## src/rtl/song_reader_pkg.sv

```systemverilog
// Song reader shared constants, FSM state encoding and song ROM word helpers.
// Also used by the song ROM and the bench to pack/unpack {note, duration} words.
package song_reader_pkg;

    localparam int SONG_BITS   = 2;
    localparam int IDX_BITS    = 5;
    localparam int NOTE_W      = 6;
    localparam int DUR_W       = 6;
    localparam int ROM_LATENCY = 1;

    localparam int ADDR_W = SONG_BITS + IDX_BITS;
    localparam int WORD_W = NOTE_W + DUR_W;
    localparam int LAT_W  = $clog2(ROM_LATENCY + 1);

    typedef enum logic [2:0] {
        S_IDLE    = 3'd0,
        S_FETCH   = 3'd1,
        S_LOAD    = 3'd2,
        S_PLAYING = 3'd3,
        S_DONE    = 3'd4
    } state_t;

    function automatic logic [NOTE_W-1:0] rom_note(
        input logic [WORD_W-1:0] w
    );
        return w[WORD_W-1:DUR_W];
    endfunction

    function automatic logic [DUR_W-1:0] rom_dur(
        input logic [WORD_W-1:0] w
    );
        return w[DUR_W-1:0];
    endfunction

    function automatic logic [WORD_W-1:0] rom_word(
        input logic [NOTE_W-1:0] n,
        input logic [DUR_W-1:0]  d
    );
        return {n, d};
    endfunction

endpackage

```

## src/rtl/song_reader_if.sv

```systemverilog
// Bundle between the song reader, its song ROM and note_player.
// master = song reader side, slave = environment (ROM, player, control).
interface song_reader_if;
    import song_reader_pkg::*;

    logic                  play;
    logic [SONG_BITS-1:0]  song;
    logic                  note_done;
    logic [ADDR_W-1:0]     rom_addr;
    logic [WORD_W-1:0]     rom_data;
    logic [NOTE_W-1:0]     note;
    logic [DUR_W-1:0]      duration;
    logic                  new_note;
    logic                  song_done;

    modport master (
        input  play,
        input  song,
        input  note_done,
        input  rom_data,
        output rom_addr,
        output note,
        output duration,
        output new_note,
        output song_done
    );

    modport slave (
        output play,
        output song,
        output note_done,
        output rom_data,
        input  rom_addr,
        input  note,
        input  duration,
        input  new_note,
        input  song_done
    );

endinterface

```

## src/rtl/song_reader.sv

```systemverilog
// Walks the selected song in the song ROM and hands each {note, duration}
// entry to note_player with a one-cycle load strobe.
module song_reader
    import song_reader_pkg::*;
(
    input  logic          clk,
    input  logic          reset,
    song_reader_if.master bus
);

    state_t                r_state;
    state_t                w_state_nxt;
    logic [SONG_BITS-1:0]  r_song_q;
    logic [IDX_BITS-1:0]   r_idx;
    logic [IDX_BITS-1:0]   w_idx_nxt;
    logic [NOTE_W-1:0]     r_note;
    logic [NOTE_W-1:0]     w_note_nxt;
    logic [DUR_W-1:0]      r_dur;
    logic [DUR_W-1:0]      w_dur_nxt;
    logic [LAT_W-1:0]      r_lat;
    logic [LAT_W-1:0]      w_lat_nxt;
    logic                  w_new_note;
    logic                  w_song_chg;

    assign w_song_chg = (bus.song != r_song_q);

    always_ff @(posedge clk or negedge reset) begin
        if (!reset) begin
            r_state  <= S_IDLE;
            r_song_q <= '0;
            r_idx    <= '0;
            r_note   <= '0;
            r_dur    <= '0;
            r_lat    <= '0;
        end else begin
            r_state  <= w_state_nxt;
            r_song_q <= bus.song;
            r_idx    <= w_idx_nxt;
            r_note   <= w_note_nxt;
            r_dur    <= w_dur_nxt;
            r_lat    <= w_lat_nxt;
        end
    end

    // A song change wins over everything, even while paused.
    always_comb begin
        w_state_nxt = r_state;
        w_idx_nxt   = r_idx;
        w_note_nxt  = r_note;
        w_dur_nxt   = r_dur;
        w_lat_nxt   = r_lat;
        w_new_note  = 1'b0;
        if (w_song_chg) begin
            w_state_nxt = bus.play ? S_FETCH : S_IDLE;
            w_idx_nxt   = '0;
            w_lat_nxt   = '0;
        end else if (bus.play) begin
            unique case (r_state)
                S_IDLE: begin
                    w_state_nxt = S_FETCH;
                    w_lat_nxt   = '0;
                end
                S_FETCH: begin
                    if (r_lat == LAT_W'(ROM_LATENCY)) begin
                        w_note_nxt  = rom_note(bus.rom_data);
                        w_dur_nxt   = rom_dur(bus.rom_data);
                        w_state_nxt = S_LOAD;
                    end else begin
                        w_lat_nxt = r_lat + 1'b1;
                    end
                end
                S_LOAD: begin
                    if (r_dur == '0) begin
                        w_state_nxt = S_DONE;
                    end else begin
                        w_new_note  = 1'b1;
                        w_state_nxt = S_PLAYING;
                    end
                end
                S_PLAYING: begin
                    if (bus.note_done) begin
                        if (&r_idx) begin
                            w_state_nxt = S_DONE;
                        end else begin
                            w_idx_nxt   = r_idx + 1'b1;
                            w_lat_nxt   = '0;
                            w_state_nxt = S_FETCH;
                        end
                    end
                end
                S_DONE: begin
                    w_state_nxt = S_DONE;
                end
                default: begin
                    w_state_nxt = S_IDLE;
                end
            endcase
        end
    end

    assign bus.rom_addr  = {r_song_q, r_idx};
    assign bus.note      = r_note;
    assign bus.duration  = r_dur;
    assign bus.new_note  = w_new_note;
    assign bus.song_done = (r_state == S_DONE);

endmodule
```

## src/flat_wrapper.sv

```systemverilog
// flat-port wrapper written by rule: the top's interface ports become plain ports
module song_reader_flat import song_reader_pkg::*;
  (clk, reset, bus_play, bus_song, bus_note_done, bus_rom_data, bus_rom_addr, bus_note, bus_duration, bus_new_note, bus_song_done);
  song_reader_if bus_i ();
  input  logic clk;
  input  logic reset;
  input wire logic [$bits(bus_i.play)-1:0] bus_play;
  input wire logic [$bits(bus_i.song)-1:0] bus_song;
  input wire logic [$bits(bus_i.note_done)-1:0] bus_note_done;
  input wire logic [$bits(bus_i.rom_data)-1:0] bus_rom_data;
  output wire logic [$bits(bus_i.rom_addr)-1:0] bus_rom_addr;
  output wire logic [$bits(bus_i.note)-1:0] bus_note;
  output wire logic [$bits(bus_i.duration)-1:0] bus_duration;
  output wire logic [$bits(bus_i.new_note)-1:0] bus_new_note;
  output wire logic [$bits(bus_i.song_done)-1:0] bus_song_done;
  assign bus_i.play = bus_play;
  assign bus_i.song = bus_song;
  assign bus_i.note_done = bus_note_done;
  assign bus_i.rom_data = bus_rom_data;
  assign bus_rom_addr = bus_i.rom_addr;
  assign bus_note = bus_i.note;
  assign bus_duration = bus_i.duration;
  assign bus_new_note = bus_i.new_note;
  assign bus_song_done = bus_i.song_done;
  song_reader u_core (.clk(clk), .reset(reset), .bus(bus_i));
endmodule
```

## config.mk

```make
export PLATFORM = sky130hd
export DESIGN_NAME = song_reader_flat
export DESIGN_NICKNAME = d
export VERILOG_FILES = /design/src/rtl/song_reader_pkg.sv /design/src/rtl/song_reader_if.sv /design/src/rtl/song_reader.sv /design/src/flat_wrapper.sv
export SDC_FILE = /design/constraint.sdc
export NUM_CORES = 1
export LEC_CHECK = 0
export ABC_CLOCK_PERIOD_IN_PS = 3200
export BUFFER_PORTS_ARGS = -buffer_cell sky130_fd_sc_hd__buf_2
export CAP_MARGIN = 20
export CORE_MARGIN = 10
export CORE_UTILIZATION = 50
export CTS_CLUSTER_SIZE = 14
export DETAILED_ROUTE_END_ITERATION = 16
export GPL_ROUTABILITY_DRIVEN = 0
export GPL_TIMING_DRIVEN = 0
export PLACE_DENSITY_LB_ADDON = 0.08
export SLEW_MARGIN = 0
export SYNTH_ARGS = -nofsm -noshare
export SYNTH_HDL_FRONTEND = slang
export SYNTH_SLANG_ARGS = --single-unit
```

## constraint.sdc

```tcl
create_clock -name clk -period 3.2 [get_ports clk]
set_input_delay 0.96 -clock clk [delete_from_list [all_inputs] [get_ports clk]]
set_output_delay 0.96 -clock clk [all_outputs]
set_load 0.01 [all_outputs]
```

Word-level counts from Yosys, hierarchy flattened. Cells that the tools add are included. Widths: inputs -> output; s select.

Register bits after elaboration: 23. Word-level logic and storage cells: 52.

$add $sub $neg: 2. Eq/ne operators: 9. Multiplexer cells: 23. Bitwise gates (word level): 1. Reductions and logical operators: 11.

Operators with widths (count): $mux 5 (5); $mux 3 (6); $pmux 3 s5 (1); $reduce_and 4->1 (3); $mux 1 (10); $eq 3x2->1 const B (2); $logic_not 6->1 (1); $ne 3x2->1 const B (2); $reduce_bool 2->1 (3); $add 5x1->5 const B (1); $reduce_and 5->1 (1); $reduce_bool 4->1 (1); $eq 3x1->1 const B (1); $eq 3x3->1 const B (1); $logic_not 3->1 (1); $ne 3x1->1 const B (1); $pmux 1 s3 (1); $reduce_and 3->1 (1); $ne 2x1->1 const B (1); $ne 2x2->1 (1); $add 1x1->1 const B (1); $not 1->1 (1).

Depth between registers and ports, before layout.
Depth in word-level cells: 6. Mapped depth: 6. Gate-level depth less buffers: 6.

Worst setup path before layout. OpenSTA, ideal clock, no wires.

Kind: in2out. Start: in bus_song[1]. End: out bus_new_note. Data arrival time: 1904 ps. Data required time: 2240 ps. Setup slack: 336 ps. Stages: 4. Cells stage by stage: xor2_1 -> or2_1 -> buf_2 -> a2111oi_2.

Cells in the longest elaborated chain, start to end: 2.

RTL lines: from (decl) (line flat_wrapper.sv:8) `input wire logic [$bits(bus_i.song)-1:0] bus_song;`; $ne 2x2->1 (line song_reader.sv:25) `assign w_song_chg = (bus.song != r_song_q);`; $mux 1 (line song_reader.sv:53) `if (w_song_chg) begin`; to (decl) (line flat_wrapper.sv:14) `output wire logic [$bits(bus_i.new_note)-1:0] bus_new_note;`.

No other way between the ends.

Final worst setup path. Same ends and word-level chain as after synthesis.

==> run_results.csv <==
group,metric,value,unit
setup_path,cp-start-kind,"input port",
setup_path,crit_chain,"buf_2, xor2_1, or2_1, buf_2, a2111oi_4, buf_2",
cts,cts_tree,"done",
synth,synthCells,98,
setup_path,crit_type,"in2out",
min_path,hp-class,"reg2reg",
timing,period_minus_slack,3.084,ns
finish,diodes,0,
finish,drive_gt1_frac,0.3500,
floorplan,die_w,68.37,µm
timing,slew_headroom,0.3781,
grt,grt_util_all_layers,0.1235,
finish,final_design_area_no_fill,1434,µm²
setup_path,crit_cells,6,
cts,clockBufferDepth,2,
floorplan,fp-row-count,17,
routing,via_per_inst,5.714,
floorplan,die_h,68.37,µm
grt,grt_max_degree,24,
setup_path,cp_max_fo,9,
synth,avgSynthCellArea,11.94,µm²
timing,fin_crit_sh,0.9637,
setup_path,critPathTopFamily,"buffers and inverters",
placed_design,dp_hpwl,2131,µm
timing,slew_violations,0,
setup_path,critPathMaxStageDelay,0.27,ns
routing,drc,0,
synth,ys_ff_latch,23,
status,status,"complete, no violations",
timing,max_freq,324.3,MHz
grt,grt_pass1_vias,992,
setup_path,crit_buf_inv,3,
synth,async_reset_ff_frac,1.000,
placed_design,postPlaceCellArea,1395,µm²
synth,synthFlopType,"dfrtp_1",
cts,cts-root-buf,"clkbuf_4",
synth,synth.cell_area,1170,µm²
min_path,min_delay_path_depth,1,
cts,cts_buffers,3,
timing,rsz0062_at_grt,"false",
setup_path,cpMostUsedCell,"buf_2",
power_and_ir_drop,power_leakage,0.7276,nW
synth,synth_top_cell_by_area,"dfrtp_1",
power_and_ir_drop,vdd_drop_max,355.2,µV
timing,finalSetupViolCount,0,
floorplan,die-area,4674,µm²
cts,holdBufCountCts,0,
setup_path,rr_worst_depth,6,
timing,hold_viol_final,0,
synth,ys_top_cells_by_area,"dfrtp_1 49%, mux2_1 12%, a21oi_1 2.1%",
setup_path,cp_slowest_cell,"a2111oi_4",
timing,setup_tns,0,ns
routing,wire_per_inst,16.23,µm
cts,cts_htree_levels,1,
routing,drtPass1Iterations,4,
grt,grt_pass1_wl,4471,µm
synth,yosysMostFrequentCell,"dfrtp_1",
synth,synth-warning-count,0,
power_and_ir_drop,power.density,456.6,nW/µm²
finish,n_fill_cell,208,
setup_path,required,2.24,ns
setup_path,crit_path_end_kind,"primary output",
synth,synthDistinctLibCells,38,
floorplan,coreArea,2212,µm²
grt,overflow,0,
synth,synth_top_area_share,0.4920,
synth,synth_nets,118,
run,cap_violations,0,
synth,synth_edf_count,0,
finish,synthToLayoutAreaGrowth,22.57,%
routing,drtAntennaViolNets,0,
routing,drtIter0Drc,46,
timing,worst_pin_slew,0.9244,ns
routing,drt_wl_total,2727,µm
cts,clkSlewWorstSetupHoldPaths,0.12,ns
synth,synth_common_cells,"23 x dfrtp_1, 12 x mux2_1, 5 x a21oi_1, 5 x o21ai_0",
finish,nets,161,
placed_design,io_buffers,38,
cts,cts.sinks,23,
routing,num_vias,960,
floorplan,io_pins,39,
timing,finClkSkew,0.006376,ns
floorplan,start_util,0.5288,
cts,clkLatencyLatePin,0.31,ns
synth,synth-seq-area-share,0.4920,
setup_path,arrival,2.12,ns
grt,antenna_found_initial,0,
[cells in the final DEF (no fill, tap or decap), types with 2 or more instances in the layout]
master / Yosys / final
ha_1: 2 / 2
nand2_1: 2 / 2
nand3_1: 3 / 3
nor2b_1: 4 / 4
dfrtp_1: 23 / 23
or4_1: 2 / 2
nor3b_1: 3 / 3
xor2_1: 2 / 2
mux2_1: 12 / 12
nand2b_1: 4 / 4
clkbuf_4: 0 / 3
inv_1: 2 / 2
o31ai_1: 2 / 2
buf_2: 4 / 42
o21ai_0: 5 / 5
a21oi_1: 5 / 5
[path summary, 6_finish.rpt]
path	start	to	slack (ns)
max in group asynchronous	reset	u_core.bus.note[4]	2.26
worst min-delay path	u_core.bus.note[3]	u_core.bus.note[3]	0.49
min in group asynchronous	reset	u_core.r_state[0]	0.59
worst max-delay path	bus_song[1]	bus_new_note	0.12
worst max register to register	u_core.r_idx[0]	u_core.r_idx[3]	1.12
worst min register to register	u_core.bus.note[3]	u_core.bus.note[3]	0.49
[power breakdown]
part	total [mW]	switching, mW	internal [mW]
Clock	0.135	0.0860	0.0487
Combinational	0.167	0.0994	0.0678
Sequential	0.353	0.0223	0.331
Total	0.655	0.208	0.447
[registers in the layout, summed over array words and instances, names as in the netlist]
name and cells:
u_core.bus.note 6, u_core.r_lat 1, u_core.r_state 3, u_core.r_song_q 2, u_core.r_idx 5, u_core.bus.duration 6
[cell type report]
| class | instances | area [µm²] | area share |
|---|---|---|---|
| plain buffers | 5 | 31.28 | 0.02181 |
| inverters | 2 | 7.507 | 0.005236 |
| repair buffers | 38 | 190.2 | 0.1326 |
| flip-flops and latches | 23 | 575.6 | 0.4014 |
| multi-input cells | 68 | 568.0 | 0.3962 |
| clock buffers | 4 | 26.28 | 0.01832 |
| well taps | 28 | 35.03 | 0.02443 |
[through the flow]
step | setup WS, ns | utilization | std cells | hold WS [ns] | total power, mW
2_1_floorplan | 0.3355 | - | 98 | 0.5288 | 0.4447
3_3_place_gp | 0.1093 | 0.6307 | 164 | 0.4626 | 0.5184
3_5_place_dp | 0.08719 | 0.6307 | 164 | 0.4692 | 0.5251
4_1_cts | 0.08551 | 0.6425 | 168 | 0.4979 | 0.6598
5_1_grt | 0.04160 | 0.6482 | 168 | 0.5315 | 0.6994
6_report | 0.1160 | 0.6482 | 168 | 0.4915 | 0.6547
[routing by layer]
layer  GRT usage  wire length [µm]  vias to the layer above
met4     0.04523                39                        0
met3     0.03752               165                        5
met1      0.1338              1071                      466
li1            -                 -                      455
met5           0                 0                        -
met2      0.2209              1450                       34
[logic make-up (layout without fill, tap and decap cells)]
kind of cell             after synthesis  in the layout  share of synthesized area
AO/OA/AOI/OAI                         22             22                     0.1315
XOR/XNOR                               2              2                    0.01498
adder cells (fa/ha/maj)                2              2                    0.02139
buffers and inverters                  7             49                    0.03316
flip-flops                            23             23                     0.4920
multiplexers                          12             12                     0.1155
AND/OR/NAND/NOR                       30             30                     0.1914
[timing repair]
| item | 4_1_cts | 5_1_grt |
|---|---|---|
| endpoints found under the hold margin | 0 | 0 |
| gates resized for setup | 0 | 1 |
| setup buffers | 0 | 0 |
| setup endpoints to repair | 0 | 1 |
Note: power is estimated with default switching activity, not from simulation.
